[src/rtl/program_sender_pkg.sv]
// Types and constants shared between the host-side program sender and the
// board-side loader.
package loader_pkg;

    localparam logic [7:0] ACK_BYTE = 8'hAA;

    typedef enum logic [3:0] {
        ST_IDLE,
        ST_HDR,
        ST_FETCH,
        ST_LOAD,
        ST_SEND,
        ST_GUARD,
        ST_DRAIN,
        ST_ACK,
        ST_DONE,
        ST_ERR
    } state_t;

    typedef enum logic {
        INSTR = 1'b0,
        DATA  = 1'b1
    } section_t;

endpackage

[src/rtl/program_sender_if.sv]
// ROM read port plus UART transmit/receive byte handshakes seen by the sender.
interface program_sender_if #(
    parameter int ADDR_W = 16
);
    logic              rd_sel;
    logic [ADDR_W-1:0] rd_addr;
    logic [31:0]       rd_data;
    logic              tx_start;
    logic [7:0]        sdata;
    logic              tx_busy;
    logic              rx_ready;
    logic [7:0]        rdata;

    modport master (
        output rd_sel, rd_addr, tx_start, sdata,
        input  rd_data, tx_busy, rx_ready, rdata
    );

    modport slave (
        input  rd_sel, rd_addr, tx_start, sdata,
        output rd_data, tx_busy, rx_ready, rdata
    );
endinterface

[src/rtl/program_sender_ack_timer.sv]
// Loadable down-counter bounding the wait for an acknowledge byte.
module ack_timer #(
    parameter int W = 20
) (
    input  logic         clock,
    input  logic         reset,
    input  logic         load,
    input  logic [W-1:0] load_value,
    input  logic         en,
    output logic         expired
);
    logic [W-1:0] count;

    // NOTE: non-blocking assignments so every register updates from pre-edge values.
    always_ff @(posedge clock) begin
        if (reset) begin
            count <= '0;
        end else if (load) begin
            count <= load_value;
        end else if (en && count != '0) begin
            count <= count - W'(1);
        end
    end

    assign expired = (count == '0);
endmodule

[src/rtl/program_sender.sv]
// Streams an instruction section and a data section (count header + words,
// all little-endian) over a UART byte interface, waiting for an ack after each.
module program_sender
    import loader_pkg::*;
#(
    parameter int ADDR_W  = 16,
    parameter int TIMEOUT = 2**20
) (
    input  logic                 clock,
    input  logic                 reset,
    input  logic                 start,
    input  logic [ADDR_W:0]      n_instr,
    input  logic [ADDR_W:0]      n_data,
    output logic                 busy,
    output logic                 done,
    output logic                 error,
    program_sender_if.master     bus
);
    localparam int TW = $clog2(TIMEOUT + 1);
    localparam logic [TW-1:0] TIMER_LOAD = TW'(TIMEOUT - 1);

    state_t          state;
    section_t        section;
    logic [ADDR_W:0] n_instr_q;
    logic [ADDR_W:0] n_data_q;
    logic [ADDR_W:0] word_idx;
    logic [1:0]      byte_idx;
    logic [31:0]     shift;

    logic [ADDR_W:0] cur_count;
    logic            words_left;
    logic            timer_load;
    logic            timer_expired;

    assign cur_count  = (section == INSTR) ? n_instr_q : n_data_q;
    assign words_left = (word_idx < cur_count);
    // Timer is armed on the same edge that moves DRAIN into ACK.
    assign timer_load = (state == ST_DRAIN) && !bus.tx_busy &&
                        (byte_idx == 2'd3) && !words_left;

    ack_timer #(.W(TW)) u_ack_timer (
        .clock      (clock),
        .reset      (reset),
        .load       (timer_load),
        .load_value (TIMER_LOAD),
        .en         (state == ST_ACK),
        .expired    (timer_expired)
    );

    always_ff @(posedge clock) begin
        if (reset) begin
            state        <= ST_IDLE;
            section      <= INSTR;
            n_instr_q    <= '0;
            n_data_q     <= '0;
            word_idx     <= '0;
            byte_idx     <= '0;
            shift        <= '0;
            busy         <= 1'b0;
            done         <= 1'b0;
            error        <= 1'b0;
            bus.tx_start <= 1'b0;
            bus.sdata    <= '0;
            bus.rd_sel   <= 1'b0;
            bus.rd_addr  <= '0;
        end else begin
            bus.tx_start <= 1'b0;
            case (state)
                ST_IDLE: begin
                    if (start) begin
                        n_instr_q <= n_instr;
                        n_data_q  <= n_data;
                        done      <= 1'b0;
                        error     <= 1'b0;
                        busy      <= 1'b1;
                        section   <= INSTR;
                        state     <= ST_HDR;
                    end
                end
                ST_HDR: begin
                    shift    <= 32'(cur_count);
                    byte_idx <= '0;
                    word_idx <= '0;
                    state    <= ST_SEND;
                end
                ST_FETCH: state <= ST_LOAD;
                ST_LOAD: begin
                    shift    <= bus.rd_data;
                    word_idx <= word_idx + (ADDR_W+1)'(1);
                    state    <= ST_SEND;
                end
                ST_SEND: begin
                    if (!bus.tx_busy) begin
                        bus.tx_start <= 1'b1;
                        bus.sdata    <= shift[7:0];
                        shift        <= {8'h00, shift[31:8]};
                        state        <= ST_GUARD;
                    end
                end
                // The transmitter raises tx_busy one cycle late; skip that cycle.
                ST_GUARD: state <= ST_DRAIN;
                ST_DRAIN: begin
                    if (!bus.tx_busy) begin
                        if (byte_idx != 2'd3) begin
                            byte_idx <= byte_idx + 2'd1;
                            state    <= ST_SEND;
                        end else if (words_left) begin
                            // Address is presented during FETCH so rd_data is ready in LOAD.
                            byte_idx    <= '0;
                            bus.rd_sel  <= section;
                            bus.rd_addr <= word_idx[ADDR_W-1:0];
                            state       <= ST_FETCH;
                        end else begin
                            state <= ST_ACK;
                        end
                    end
                end
                ST_ACK: begin
                    if (bus.rx_ready) begin
                        if (bus.rdata == ACK_BYTE) begin
                            if (section == INSTR) begin
                                section <= DATA;
                                state   <= ST_HDR;
                            end else begin
                                done  <= 1'b1;
                                busy  <= 1'b0;
                                state <= ST_DONE;
                            end
                        end else begin
                            error <= 1'b1;
                            busy  <= 1'b0;
                            state <= ST_ERR;
                        end
                    end else if (timer_expired) begin
                        error <= 1'b1;
                        busy  <= 1'b0;
                        state <= ST_ERR;
                    end
                end
                ST_DONE, ST_ERR: state <= ST_IDLE;
                default:         state <= ST_IDLE;
            endcase
        end
    end
endmodule

[src/flat_wrapper.sv]
// flat-port wrapper written by rule: the top's interface ports become plain ports
module program_sender_flat import loader_pkg::*;
#(
    parameter int ADDR_W  = 16,
    parameter int TIMEOUT = 2**20
)
  (clock, reset, start, n_instr, n_data, busy, done, error, bus_rd_sel, bus_rd_addr, bus_tx_start, bus_sdata, bus_rd_data, bus_tx_busy, bus_rx_ready, bus_rdata);
  program_sender_if #(.ADDR_W(ADDR_W)) bus_i ();
  input  logic clock;
  input  logic reset;
  input  logic start;
  input  logic [ADDR_W:0] n_instr;
  input  logic [ADDR_W:0] n_data;
  output logic busy;
  output logic done;
  output logic error;
  output wire logic [$bits(bus_i.rd_sel)-1:0] bus_rd_sel;
  output wire logic [$bits(bus_i.rd_addr)-1:0] bus_rd_addr;
  output wire logic [$bits(bus_i.tx_start)-1:0] bus_tx_start;
  output wire logic [$bits(bus_i.sdata)-1:0] bus_sdata;
  input wire logic [$bits(bus_i.rd_data)-1:0] bus_rd_data;
  input wire logic [$bits(bus_i.tx_busy)-1:0] bus_tx_busy;
  input wire logic [$bits(bus_i.rx_ready)-1:0] bus_rx_ready;
  input wire logic [$bits(bus_i.rdata)-1:0] bus_rdata;
  assign bus_rd_sel = bus_i.rd_sel;
  assign bus_rd_addr = bus_i.rd_addr;
  assign bus_tx_start = bus_i.tx_start;
  assign bus_sdata = bus_i.sdata;
  assign bus_i.rd_data = bus_rd_data;
  assign bus_i.tx_busy = bus_tx_busy;
  assign bus_i.rx_ready = bus_rx_ready;
  assign bus_i.rdata = bus_rdata;
  program_sender #(.ADDR_W(ADDR_W), .TIMEOUT(TIMEOUT)) u_core (.clock(clock), .reset(reset), .start(start), .n_instr(n_instr), .n_data(n_data), .busy(busy), .done(done), .error(error), .bus(bus_i));
endmodule
[config.mk]
export PLATFORM = sky130hd
export DESIGN_NAME = program_sender_flat
export DESIGN_NICKNAME = d
export VERILOG_FILES = /design/src/rtl/program_sender_pkg.sv /design/src/rtl/program_sender_if.sv /design/src/rtl/program_sender_ack_timer.sv /design/src/rtl/program_sender.sv /design/src/flat_wrapper.sv
export SDC_FILE = /design/constraint.sdc
export NUM_CORES = 1
export LEC_CHECK = 0
export ABC_AREA = 1
export BUFFER_PORTS_ARGS = -buffer_cell sky130_fd_sc_hd__buf_2
export CAP_MARGIN = 40
export CORE_UTILIZATION = 40
export CTS_CLUSTER_SIZE = 12
export DETAILED_ROUTE_END_ITERATION = 12
export MAX_ROUTING_LAYER = met4
export PLACE_DENSITY = 0.6
export SYNTH_ARGS = -nofsm -noshare
export SYNTH_HDL_FRONTEND = slang
export SYNTH_SLANG_ARGS = --single-unit
export TNS_END_PERCENT = 50
[constraint.sdc]
create_clock -name clock -period 2.7 [get_ports clock]
set_clock_uncertainty 0.1 [all_clocks]
set_input_delay 0.405 -clock clock [delete_from_list [all_inputs] [get_ports clock]]
set_output_delay 0.405 -clock clock [all_outputs]
set_load 0.02 [all_outputs]
=== After elaboration in Yosys (flattened, before gate mapping) ===
Cells that the tools add are included.
W data, S select, Z words.

* Flip-flop bits (word level): 140
* Input bits: 79
* Output and inout bits: 29
* Logic and storage cells: 109

* Add/subtract/negate cells: 3
* $lt $le $gt $ge: 1
* Eq/ne operators: 20
* Multiplexer cells: 39
* Bitwise operators: 3
* Reduce and logical (&&, ||, !) cells: 27

{| class="wikitable"
|+ Operator list
! cell !! number
|-
| $pmux W32 S3 || 1
|-
| $mux W20 || 2
|-
| $pmux W17 S2 || 1
|-
| $mux W32 || 1
|-
| $mux W4 || 8
|-
| $pmux W4 S7 || 1
|-
| $logic_not A21 Y1 || 1
|-
| $reduce_bool A21 Y1 || 1
|-
| $sub A21 B1 Y21 const B || 1
|-
| $reduce_and A4 Y1 || 5
|-
| $add A17 B1 Y17 const B || 1
|-
| $lt A17 B17 Y1 || 1
|-
| $mux W17 || 1
|-
| $eq A4 B3 Y1 const B || 4
|-
| $mux W1 || 15
|-
| $ne A2 B2 Y1 const B || 5
|-
| $eq A4 B2 Y1 const B || 2
|-
| $eq A8 B8 Y1 const B || 1
|-
| $pmux W1 S2 || 4
|-
| $reduce_bool A2 Y1 || 4
|-
| $mux W2 || 3
|-
| $ne A3 B2 Y1 const B || 2
|-
| $reduce_and A2 Y1 || 3
|-
| $reduce_or A2 Y1 || 3
|-
| 15 further kinds || 22
|}

=== Logic depth before layout (Yosys ltp) ===
Gate-level depths: netlist (run 1).

* Depth after elaboration: 6
* Mapped depth: 18
* Gate-level depth less buffers: 17

=== Hierarchy ===
A second synthesis (run 1) with hierarchy kept.

* Cell total of the unflattened synthesis: 1,062
* Area total of the unflattened synthesis: 7,433.4 um^2

{| class="wikitable"
|+ Modules (own cells, without submodules)
! module !! instances !! cells an instance !! area an instance (um^2) !! sequential area each (um^2)
|-
| program_sender || 1 || 778 || 5,776.8 || 2,382.3
|-
| ack_timer || 1 || 284 || 1,656.6 || 420.4
|}

=== Worst setup path after synthesis (run 1) ===
Ideal clock, no wire load.

* Kind: register -> register
* From: reg u_core.section
* To: reg u_core.u_ack_timer.count[2]
* Setup time: 115 ps
* Arrival time: 2,168 ps
* Required time: 2,485 ps
* Path slack: 317 ps
* Cell stages (with the launch flop): 16
* Buffers on the path: 3
* Clock period less this slack: 2,383 ps
* Path through: dfxtp_1 > buf_4 > clkbuf_1 > nand2_1 > o21ai_0 > ha_1 > a21o_1 > nor2_1 > nand2_1 > nor2_4 > nand2_4 > nand2_4 > buf_6 > o21ai_1 > o21ai_0 > inv_1

* Word-level cells in the longest chain between the ends: 5
* Elaborated cells on any way between the ends: 6
* Those cells by class: order compare (1); mux (2); reduce/logical (3)

{| class="wikitable"
|+ RTL lines
! item !! line !! text
|-
| start: declaration || program_sender.sv:23 || <nowiki>section_t section;</nowiki>
|-
| start signal: assignment || program_sender.sv:53 || <nowiki>section <= INSTR;</nowiki>
|-
| start signal: assignment || program_sender.sv:76 || <nowiki>section <= INSTR;</nowiki>
|-
| start signal: assignment || program_sender.sv:122 || <nowiki>section <= DATA;</nowiki>
|-
| $mux W17 * || program_sender.sv:35 || <nowiki>assign cur_count = (section == INSTR) ? n_instr_q : n_data_q;</nowiki>
|-
| $lt A17 B17 Y1 * || program_sender.sv:36 || <nowiki>assign words_left = (word_idx < cur_count);</nowiki>
|-
| $logic_not A1 Y1 * || program_sender.sv:39 || <nowiki>(byte_idx == 2'd3) && !words_left;</nowiki>
|-
| $logic_and A1 B1 Y1 * || program_sender.sv:39 ||
|-
| $mux W20 or $reduce_bool A2 Y1 (tied branches) || -- ||
|-
| end signal: assignment || program_sender_ack_timer.sv:19 || <nowiki>count <= load_value;</nowiki>
|-
| end signal: assignment || program_sender_ack_timer.sv:21 || <nowiki>count <= count - W'(1);</nowiki>
|-
| end: declaration || program_sender_ack_timer.sv:12 || <nowiki>logic [W-1:0] count;</nowiki>
|}

Mark *: on every way between the ends. The rest lies on a longest branch, timed or not.
A chain may end at the register's enable or synchronous reset.

=== Worst setup path in the final report (run 1) ===
* From: reg u_core.section
* To: reg u_core.bus.rd_addr[5]

* Word-level cells in the longest chain between the ends: 3

{| class="wikitable"
|+ RTL lines
! item !! line !! text
|-
| $mux W17 || program_sender.sv:35 ||
|-
| $lt A17 B17 Y1 || program_sender.sv:36 ||
|-
| $reduce_and A4 Y1 (no line) || -- ||
|-
| end signal: assignment || program_sender.sv:111 || <nowiki>bus.rd_addr <= word_idx[ADDR_W-1:0];</nowiki>
|-
| end: declaration || program_sender_if.sv:15 || <nowiki>output rd_sel, rd_addr, tx_start, sdata,</nowiki>
|}

Every way passes these cells.

==> run metrics, run 1 <==
status=finished, final reports clean; min-delay worst type=input port to flip-flop; total CTS buffers=17; Area growth, synth to finish=20.4%; R2R Path End=u_core.bus.rd_addr[5]$_SDFFE_PP0P_; WHS Path Cells=3; DR WL/cell=13.7 um; first-pass GRT wire length=30300 um; crit path launch type=flip-flop; Nets=1211; Distinct cells, synth=42; Die Wd=135 um; maximum VDD drop=0.514 mV; clk sinks=140; DRT Pass-1 Iters=5; Fill cells=1790; synth warn=0; worst-path fanout max=26; Syn Std Cell Area=roughly 0.0071 mm2; gpl congestion=0.859; CTS H-tree depth=4; RSZ-0062 raised after global routing=false; R2R depth=11; Power Density=881 mW/mm2; Max Cap Viol=0; area share of the largest cell type after synthesis=39.5%; initial antenna violation count=0; Post-Synthesis Cells=1008; buffers added on ports=107; layout cells sized above 1=19.1%; Rows=48; hpwl dp=13000 um; headroom to the max-slew limit=41.1%; Top-Level Pins=108; arrival time at the worst endpoint=2.79 ns; DRC viols=0; Period Utilization, post-route=94.2%; Worst-Margin Slew=about 0.88 ns; crit end category=flip-flop; #FFs+latches synth=140; register area share after synthesis=roughly 40%; Worst-Skew Late Latency=0.43 ns; CTS resizes=0; Max Clk Rate=393 MHz; core region area=about 0.017 mm2; via count=6717; gr usage total=21.7%; Period minus WS final=2.54 ns; vias in the first global route=6119; crit path kind=flip-flop to flip-flop; endpoints failing hold=0; final antenna-violating net count=0; Synth area leader=dfxtp_1; die footprint=roughly 0.018 mm2; leak pwr=3.71 nW; Post-CTS Setup Bufs=0; initial drt markers=396; Hold Path End=u_core.shift[19]$_SDFFE_PP0P_; Clock transition at path regs=0.06 ns; GRT overflow=0; area of the multi-input gates=between 0.003 and 0.004 mm2; CTS tree=yes; Worst Hold Launch=bus_rd_data[19]; Total Wirelength=18500 um; setup TNS=0 ns; fin util=49.4%; via/cell ratio=4.97; Net Count, Synth=between 1000 and 1500; Avg Cell Area, Syn=7.04 um2; Clock Tree Buf Depth=2; Root Buffer=clkbuf_16; n_diodes=0; fin. max-slew vios=0; hold_buf cts=0; Critical Path RT=2.95 ns; Synth area leaders=dfxtp_1, nand2_1, a21oi_1, inv_1, nand3_1; r2r startpoint=u_core.section$_SDFFE_PP0P_; Register Area=0.00281 mm2; FF-to-FF setup slack=0.16 ns; die height=135 um; Starting Density=41.0%; Setup violations, final=0; pin count of the biggest net entering global routing=between 70 and 80
report_power, final:
group,switching (mW),internal (mW)
logic,1.63,0.887
clock network,0.968,1.40
registers,0.197,2.44
total,2.79,4.73
cell usage after synthesis (all sizes together):
cell / count
o21bai: 1
clkinv: 1
nor3: 11
ha: 19
buf: 32
a211oi: 1
o211ai: 4
nand4: 11
nor2: 85
clkbuf: 21
xnor2: 7
a21o: 3
a22oi: 7
a221oi: 4
o21ai: 78
nor4: 4
dfxtp: 140
nand2: 253
a311oi: 5
a31o: 1
o221ai: 12
and2: 1
xor2: 9
or2: 4
o22ai: 1
inv: 111
a21oi: 113
o2111ai: 2
nand3: 67
worst max path at each step:
stage,slack [ns],cells past startpoint,endpoint,start
floorplan,0.32,15,u_core.u_ack_timer.count[2]$_SDFFE_PP0P_,u_core.section$_SDFFE_PP0P_
global placement,0.09,13,u_core.u_ack_timer.count[7]$_SDFFE_PP0P_,u_core.section$_SDFFE_PP0P_
detailed placement,0.06,13,u_core.u_ack_timer.count[8]$_SDFFE_PP0P_,u_core.section$_SDFFE_PP0P_
global route,0.008,13,u_core.bus.rd_addr[13]$_SDFFE_PP0P_,u_core.section$_SDFFE_PP0P_
finish,0.16,11,u_core.bus.rd_addr[5]$_SDFFE_PP0P_,u_core.section$_SDFFE_PP0P_
CTS,0.05,13,u_core.u_ack_timer.count[8]$_SDFFE_PP0P_,u_core.section$_SDFFE_PP0P_
routing by layer:
metal,track usage [%],vias up,part of all wire [%],wire (um)
met5,-,-,0,0
met4,6.74,0,1.4,263
met3,3.22,20,4.0,748
met2,33.3,156,45,8280
met1,29.3,2995,50,9180
li1,-,3546,-,-
cells by family after synthesis:
logic type	share of synthesized area, %
flip-flops	39.5
AND/OR/NAND/NOR	26.7
AO/OA/AOI/OAI	18.8
adder cells (fa/ha/maj)	3.35
buffers and inverters	9.72
XOR/XNOR	1.98
metrics by stage:
| stage | area (um2) | instances | hold WS [ns] | total power, mW | worst slack (ns) |
|---|---|---|---|---|---|
| after floorplan | 7090 | 1008 | 0.329 | 4.43 | 0.317 |
| after global placement | 7890 | 1318 | 0.330 | 5.11 | 0.0871 |
| after detailed placement | 7890 | 1318 | 0.335 | 5.12 | 0.0603 |
| after CTS | 8490 | 1350 | 0.113 | 7.51 | 0.0491 |
| after global routing | 8540 | 1351 | 0.131 | 8.03 | 0.00836 |
| final | 8540 | 1351 | 0.123 | 7.52 | 0.156 |
cell usage in the layout, fill, tap and decap left out, types with 12 or more instances in the layout:
master       n
a21oi_1    113
nor2_1      71
ha_1        19
dfxtp_1    139
clkbuf_16   18
o21ai_1     20
nand3_1     65
inv_1      103
o21ai_0     57
buf_4       30
nand2_1    246
o221ai_1    12
buf_2      107
area by class of cell:
cell class,count,share of cell area [%]
Clock buffer,18,5.14
Clock inverter,14,1.87
Inverter,112,4.92
Multi-Input combinational cell,703,42.5
Sequential cell,140,32.9
Tap cell,225,3.30
Timing Repair Buffer,139,9.43
flip-flops by register name, indices dropped and copies added, names as in the netlist:
signal	count
u_core.byte_idx	2
u_core.error	1
u_core.busy	1
u_core.bus.tx_start	1
u_core.done	1
u_core.section	1
u_core.shift	32
u_core.n_instr_q	17
u_core.word_idx	17
u_core.bus.rd_addr	16
u_core.n_data_q	17
u_core.bus.rd_sel	1
u_core.u_ack_timer.count	21
u_core.state	4
u_core.bus.sdata	8
critical path, stage by stage, from the launching register on:
cell	delay, ns
dfxtp_4	0.37
clkbuf_16	0.17
o21ai_0	0.42
ha_1	0.32
nand2_1	0.06
nor2_1	0.05
nand2_1	0.07
nor2_2	0.05
nor2_4	0.18
nand3_4	0.26
buf_4	0.27
a21oi_1	0.14
No activity file was read; power rests on OpenSTA's default activity.
==> inputs of run 2 (changes only) <==
Settings changed: CELL_PAD_IN_SITES_DETAIL_PLACEMENT from default to 1, CELL_PAD_IN_SITES_GLOBAL_PLACEMENT from default to 2, CORE_UTILIZATION 40 to 32, PLACE_DENSITY 0.6 to 0.8, SYNTH_HIERARCHICAL from default to 1.
==> run 2 against run 1 <==
  * Sequential share of layout area fell by 4.0 points
  * Area after synthesis rose by 4.8%
  * Clock-buffer cell count rose by 2
  * Synthesized cell count rose by 5.4%
  * First-iteration DRC count is 20% lower
  * Cell area is 14% higher
  * Total power decreased by 15%
  * Combinational power fell by 42%
  * Utilization is 6.6 points lower
  * Highest routed layer unchanged
==> run metrics, run 2 <==
status=finished, final reports clean; clk sinks=140 (unchanged); die footprint=0.0238 mm2 (+31%); crit-path cells=buf_12, nand2_1, o21ai_4, ha_4, nand2_4, nor2_4, nand3_4, nor2_4, nor2_4, nand2_2, nand2_4, nor2_4, inv_4, buf_8, nand2_8, buf_6, nor2_2, nor3_2; max reg flops=32 (unchanged); Distinct cells, synth=50 (+19%); Rows=55 (+15%); n_diodes=0 (unchanged); Avg Cell Area, Syn=7.00 um2 (-0.53%); Area growth, synth to finish=30.7%; Worst-Skew Late Latency=0.43 ns (about the same); area share of the largest cell type after synthesis=37.7% (-1.8 points); ys flop type=dfxtp_1; Post-Synthesis Cells=1062 (+5.4%); Syn Std Cell Area=0.00743 mm2 (+4.8%); final antenna-violating net count=0 (unchanged); register area share after synthesis=37.7% (-1.8 points); CP max-delay cell=dfxtp_4; maximum VDD drop=0.269 mV (-48%); top post-synthesis cells by count=nand2_1, dfxtp_1, inv_1; layout cells sized above 1=26.4% (+7.3 points); Worst-Margin Slew=0.630 ns (-0.253 ns); hpwl dp=17100 um (+31%); final hold slack=0.128 ns (+0.00503 ns); Top reg by flops=u_core/shift; GRT overflow=0 (unchanged); PnR worst setup slack=0.0547 ns (-0.101 ns); most common cell after layout, fill and taps aside=nand2_1; DRC viols=0 (unchanged); hold_buf cts=0 (unchanged); core region area=0.0227 mm2 (+31%); most used cell, CP=nor2_4; Total Wirelength=24100 um (+30%); buffers added on ports=107 (unchanged); Power Density=656 mW/mm2 (-25%); Starting Density=32.7% (-8.3 points); CTS tree=yes; Die Wd=154 um (+14%); fin util=42.8% (-6.6 points); Period Utilization, post-route=98.0% (+3.8 points); Max Clk Rate=378 MHz (-3.8%); commonest non-fill, non-tap cells in the layout=nand2_1, dfxtp_1, inv_1, buf_2, a21oi_1; gr usage total=21.2% (-0.52 points); M2 GR Usage=33.2% (-0.14 points); setup TNS=0 ns (unchanged); endpoints failing hold=0 (unchanged); first-pass GRT wire length=38600 um (+27%); Largest regs=u_core/shift: 32 flops, u_core/u_ack_timer/count: 21 flops; vias in the first global route=7442 (+22%); Critical Path RT=2.96 ns (about the same); count leader, synth=nand2_1; arrival time at the worst endpoint=2.90 ns (+0.11 ns); initial antenna violation count=0 (unchanged); async set or reset register ratio after synthesis=0% (unchanged); crit end category=flip-flop; via count=7435 (+11%); synth warn=6 (+6); pin count of the biggest net entering global routing=52 (-30%); die height=154 um (+14%); Max Cap Viol=0 (unchanged); M3 GR Usage=3.47% (+0.26 points); Nets=1316 (+8.7%); headroom to the max-slew limit=58.0% (+17 points); via/cell ratio=4.91 (-1.2%); gpl congestion=0.849 (-1.1%); Post-synth EDFFs=0 (unchanged); fin. max-slew vios=0 (unchanged); Clock Tree Buf Depth=2 (unchanged); RSZ-0062 raised after global routing=true; crit path launch type=flip-flop; Period minus WS final=2.65 ns (+0.101 ns); worst-path fanout max=8 (-69%); leak pwr=4.08 nW (+9.9%); min-delay worst type=input port to flip-flop; CTS H-tree depth=4 (unchanged); Synth area leader=dfxtp_1; DRT Pass-1 Iters=7 (+2); Placement Setup Slack=-0.416 ns (-0.477 ns); Top-Level Pins=108 (unchanged); Clock transition at path regs=0.07 ns (about the same); Top Usage Layer GRT=met2; GR Util met1=27.8% (-1.5 points); initial drt markers=318 (-20%); #FFs+latches synth=140 (unchanged); total CTS buffers=17 (unchanged); DR WL/cell=15.9 um (+16%); Root Buffer=clkbuf_16; max incr delay on CP=0.41 ns (about the same); Synth area leaders=dfxtp_1, nand2_1, a21oi_1, o21ai_0, inv_1; crit path kind=flip-flop to flip-flop; Tot Pwr=6.37 mW (-15%); Setup violations, final=0 (unchanged)
==> run 2: cell count changes in the layout (fill, tap and decap cells not counted), moves of 11 or more <==
cell,before,now
nand2_1,246,212
o21ai_0,57,87
nand3_1,65,42
buf_4,30,51
conb_1,0,21
nand2_2,3,18
inv_1,103,117
nor3_1,11,25
a221oi_1,3,16
a21oi_2,0,12
nor2_4,4,16
o221ai_1,12,0
nand3b_1,0,11
==> run 2: logic make-up (layout without fill, tap and decap cells) <==
family,after synthesis,in the layout,synth area share [%]
simple gates,447,448,27.9
compound gates,270,270,20.4
buf+inv,181,327,10.3
flops,140,140,37.7
fa+ha+maj,20,20,3.37
other cells,2,21,0.101
xor+xnor,2,2,0.236
==> run 2: layout make-up <==
class,instances,area [um2]
flip-flops and latches,140,2810
repair buffers,170,1100
clock buffers,20,467
fillers,2872,13000
multi-input cells,761,4350
clock inverters,10,140
inverters,127,487
well taps,285,357
==> run 2: worst paths after layout <==
check / startpoint / endpoint / slack, ns / cells past startpoint
setup / recovery: u_core/section$_SDFFE_PP0P_ / u_core/u_ack_timer/count[5]$_SDFFE_PP0P_ / 0.05 / 18
hold / removal: bus_rd_data[25] / u_core/shift[25]$_SDFFE_PP0P_ / 0.13 / 3
setup reg to reg: u_core/section$_SDFFE_PP0P_ / u_core/u_ack_timer/count[5]$_SDFFE_PP0P_ / 0.05 / 18
hold reg to reg: u_core/bus.rd_addr[0]$_SDFFE_PP0P_ / u_core/bus.rd_addr[0]$_SDFFE_PP0P_ / 0.34 / 2
==> run 2: metrics by stage <==
| step | cell area, um2 | cells |
|---|---|---|
| after detailed placement | 8560 | 1476 |
| after CTS | 9330 | 1511 |
| after global placement | 8560 | 1476 |
| after global routing | 9710 | 1513 |
| final | 9710 | 1513 |
| after floorplan | 7520 | 1081 |
==> run 2: repair_timing <==
item,4_1_cts,5_1_grt
gates cloned,4,2
gates resized for setup,42,71
endpoints found under the hold margin,0,0
setup buffers,1,1
pin swaps,10,42
setup endpoints to repair,34,24
==> run 2: power breakdown <==
group	leakage, nW	internal [mW]	total (mW)	switching [mW]
Sequential	1.14	2.33	2.46	0.134
Combinational	2.65	0.546	1.46	0.913
Clock	0.290	1.52	2.45	0.938
Total	4.08	4.39	6.37	1.99
==> run 2: routing by layer <==
metal  wire length (um)  part of all wire, %  vias to the layer above
li1                   -                    -                     3802
met1              11500                   48                     3489
met2              11400                   47                      118
met3                822                  3.4                       26
met4                391                  1.6                        0
met5                  0                    0                        -
==> run 2: worst max-delay path, delay by kind of cell (launching register included) <==
kind | cells | cell delay (ns)
AOI/OAI and AO/OA | 1 | 0.09
adders and majority gates | 1 | 0.28
buffers and inverters | 4 | 0.50
DFF | 1 | 0.41
and+or+nand+nor | 12 | 1.19
==> inputs of run 3 (changes only) <==
Settings changed: CORE_ASPECT_RATIO from default to 1.2, SYNTH_HIERARCHICAL 1 to default.
==> run 3 against run 2 <==
  * Setup slack gained 0.17 ns
  * Clock power is 4% lower
  * Via count shrank 6.4%
  * Final cell count down 6.2%
  * Critical path depth shrank 5
  * Non-clock buffer count down 12
  * Highest routed layer unchanged
==> run metrics, run 3 (synthesis gave the netlist of run 1 again) <==
status=finished, final reports clean; placed cell areas=0.00817 mm2 (-4.7%); Starting Density=32.7% (-0.051 points); Top reg by flops=u_core.shift; gpl congestion=0.838 (-1.3%); Internal=4.71 mW (+7.2%); Clock Tree Buf Depth=2 (unchanged); Worst-Margin Slew=0.507 ns (-0.124 ns); fin. max-slew vios=0 (unchanged); headroom to the max-slew limit=66.2% (+8.2 points); Clock transition at path regs=0.07 ns (about the same); Total Wirelength=21900 um (-9.2%); Switching Fraction=38.5% (+7.3 points); Fill cells=2820 (-1.8%); Post-CTS Setup Bufs=0 (-1); DR WL/cell=15.4 um (-3.2%); min-delay worst type=input port to flip-flop; Rows=59 (+7.3%); hold_buf cts=0 (unchanged); CP max-delay cell=dfxtp_1; NetSw=2.94 mW (+48%); final antenna-violating net count=0 (unchanged); proportion of power drawn by flip-flops and latches=34.4% (-4.2 points); Max Cap Viol=0 (unchanged); initial drt markers=395 (+24%); Root Buffer=clkbuf_16; PnR worst setup slack=0.224 ns (+0.169 ns); buffers added on ports=107 (unchanged); CTS H-tree depth=4 (unchanged); endpoints failing hold=0 (unchanged); CTS tree=yes; commonest non-fill, non-tap cells in the layout=nand2_1, dfxtp_1, a21oi_1, buf_2, inv_1; Nets=1230 (-6.5%); Power Density=874 mW/mm2 (+33%); fin util=40.3% (-2.5 points); crit end category=flip-flop; Top-Level Pins=108 (unchanged); Max Clk Rate=404 MHz (+6.8%); Period minus WS final=2.48 ns (-0.169 ns); Setup violations, final=0 (unchanged); Critical Path RT=2.91 ns (-0.05 ns); Worst Hold Launch=bus_rd_data[30]; Placement Setup Slack=0.182 ns (+0.599 ns); layout cells sized above 1=20.2% (-6.2 points); Worst-Skew Late Latency=0.43 ns (about the same); via/cell ratio=4.90 (-0.22%); final hold slack=0.121 ns (-0.00708 ns); core region area=0.0217 mm2 (-4.4%); Period Utilization, post-route=91.7% (-6.3 points); Critical Path Source=u_core.section$_SDFFE_PP0P_; max reg flops=32 (unchanged); RSZ-0062 raised after global routing=false; worst-path fanout max=33 (+25); first-pass GRT wire length=34700 um (-10%); crit path launch type=flip-flop; most common cell after layout, fill and taps aside=nand2_1; leak pwr=3.82 nW (-6.3%); hpwl dp=16200 um (-5.5%); DRT Pass-1 Iters=4 (-3); Largest regs=u_core.shift: 32 flops, u_core.u_ack_timer.count: 21 flops; vias in the first global route=6629 (-11%); setup TNS=0 ns (unchanged); Area growth, synth to finish=23.3%; initial antenna violation count=0 (unchanged); r2r startpoint=u_core.section$_SDFFE_PP0P_; DRC viols=0 (unchanged); die height=165 um (+6.9%); Clk pwr share=30.6% (-7.9 points); total CTS buffers=17 (unchanged); gr usage total=20.4% (-0.75 points); via count=6958 (-6.4%); die footprint=0.0228 mm2 (-4.5%); max incr delay on CP=0.33 ns (-0.08 ns); crit path kind=flip-flop to flip-flop; GRT overflow=0 (unchanged); Combinational Power Share=35.0% (+12 points); crit-path cells=buf_12, o21ai_0, ha_1, a21o_1, nor2_1, nand2_1, nor2_4, nand2_4, nand2_4, buf_12, nand2_1, nand2_1, a21oi_1; Die Wd=138 um (-11%); clk sinks=140 (unchanged); CTS resizes=0 (-100%); arrival time at the worst endpoint=2.69 ns (-0.21 ns); post-route cell area=0.00875 mm2 (-9.9%); maximum VDD drop=0.472 mV (+76%); most used cell, CP=nand2_1; pin count of the biggest net entering global routing=67 (+29%); n_diodes=0 (unchanged)
-- run 3: cell type report --
type | count | area, um2 | area share, %
multi-input combinational | 703 | 3610 | 41.3
sequential | 140 | 2800 | 32.0
timing repair buffer | 158 | 988 | 11.3
clock inverter | 15 | 154 | 1.76
tap | 274 | 343 | 3.92
inverter | 112 | 420 | 4.81
clock buffer | 17 | 425 | 4.86
-- run 3: power by group through the flow --
stage                     Sequential [mW]  Combinational [mW]  Clock (mW)
final                                2.63                2.67        2.34
after global routing                 2.68                3.02        2.49
after CTS                            2.63                2.70        2.41
after detailed placement             2.68                2.68           0
after global placement               2.67                2.63           0
after floorplan                      2.62                1.81           0
-- run 3: routing by layer --
| metal | vias up | wire [um] | global-route usage, % |
|---|---|---|---|
| met5 | - | 0 | - |
| met4 | 0 | 329 | 5.39 |
| met3 | 23 | 624 | 3.75 |
| met2 | 93 | 10500 | 33.5 |
| met1 | 3261 | 10500 | 25.7 |
| li1 | 3581 | - | - |
-- run 3: final timing paths --
check                                                                  to  slack (ns)  depth (start not counted)
worst max register to register  u_core.u_ack_timer.count[10]$_SDFFE_PP0P_        0.22                         13
worst min register to register         u_core.bus.rd_addr[5]$_SDFFE_PP0P_        0.34                          2
worst min-delay path                        u_core.shift[30]$_SDFFE_PP0P_        0.12                          3
worst max-delay path            u_core.u_ack_timer.count[10]$_SDFFE_PP0P_        0.22                         13
-- run 3: stage by stage --
stage	power, mW	instances
6_report	7.65	1419
5_1_grt	8.19	1419
4_1_cts	7.73	1419
3_5_place_dp	5.35	1387
3_3_place_gp	5.29	1386
2_1_floorplan	4.43	1008
-- run 3: worst max-delay path: cells and delay by family, from the launching register on --
kind                     cells  cell delay (ns)
AO/OA/AOI/OAI                3             0.54
AND/OR/NAND/NOR              7             0.73
buffers and inverters        2             0.33
flip-flops                   1             0.33
adder cells (fa/ha/maj)      1             0.31
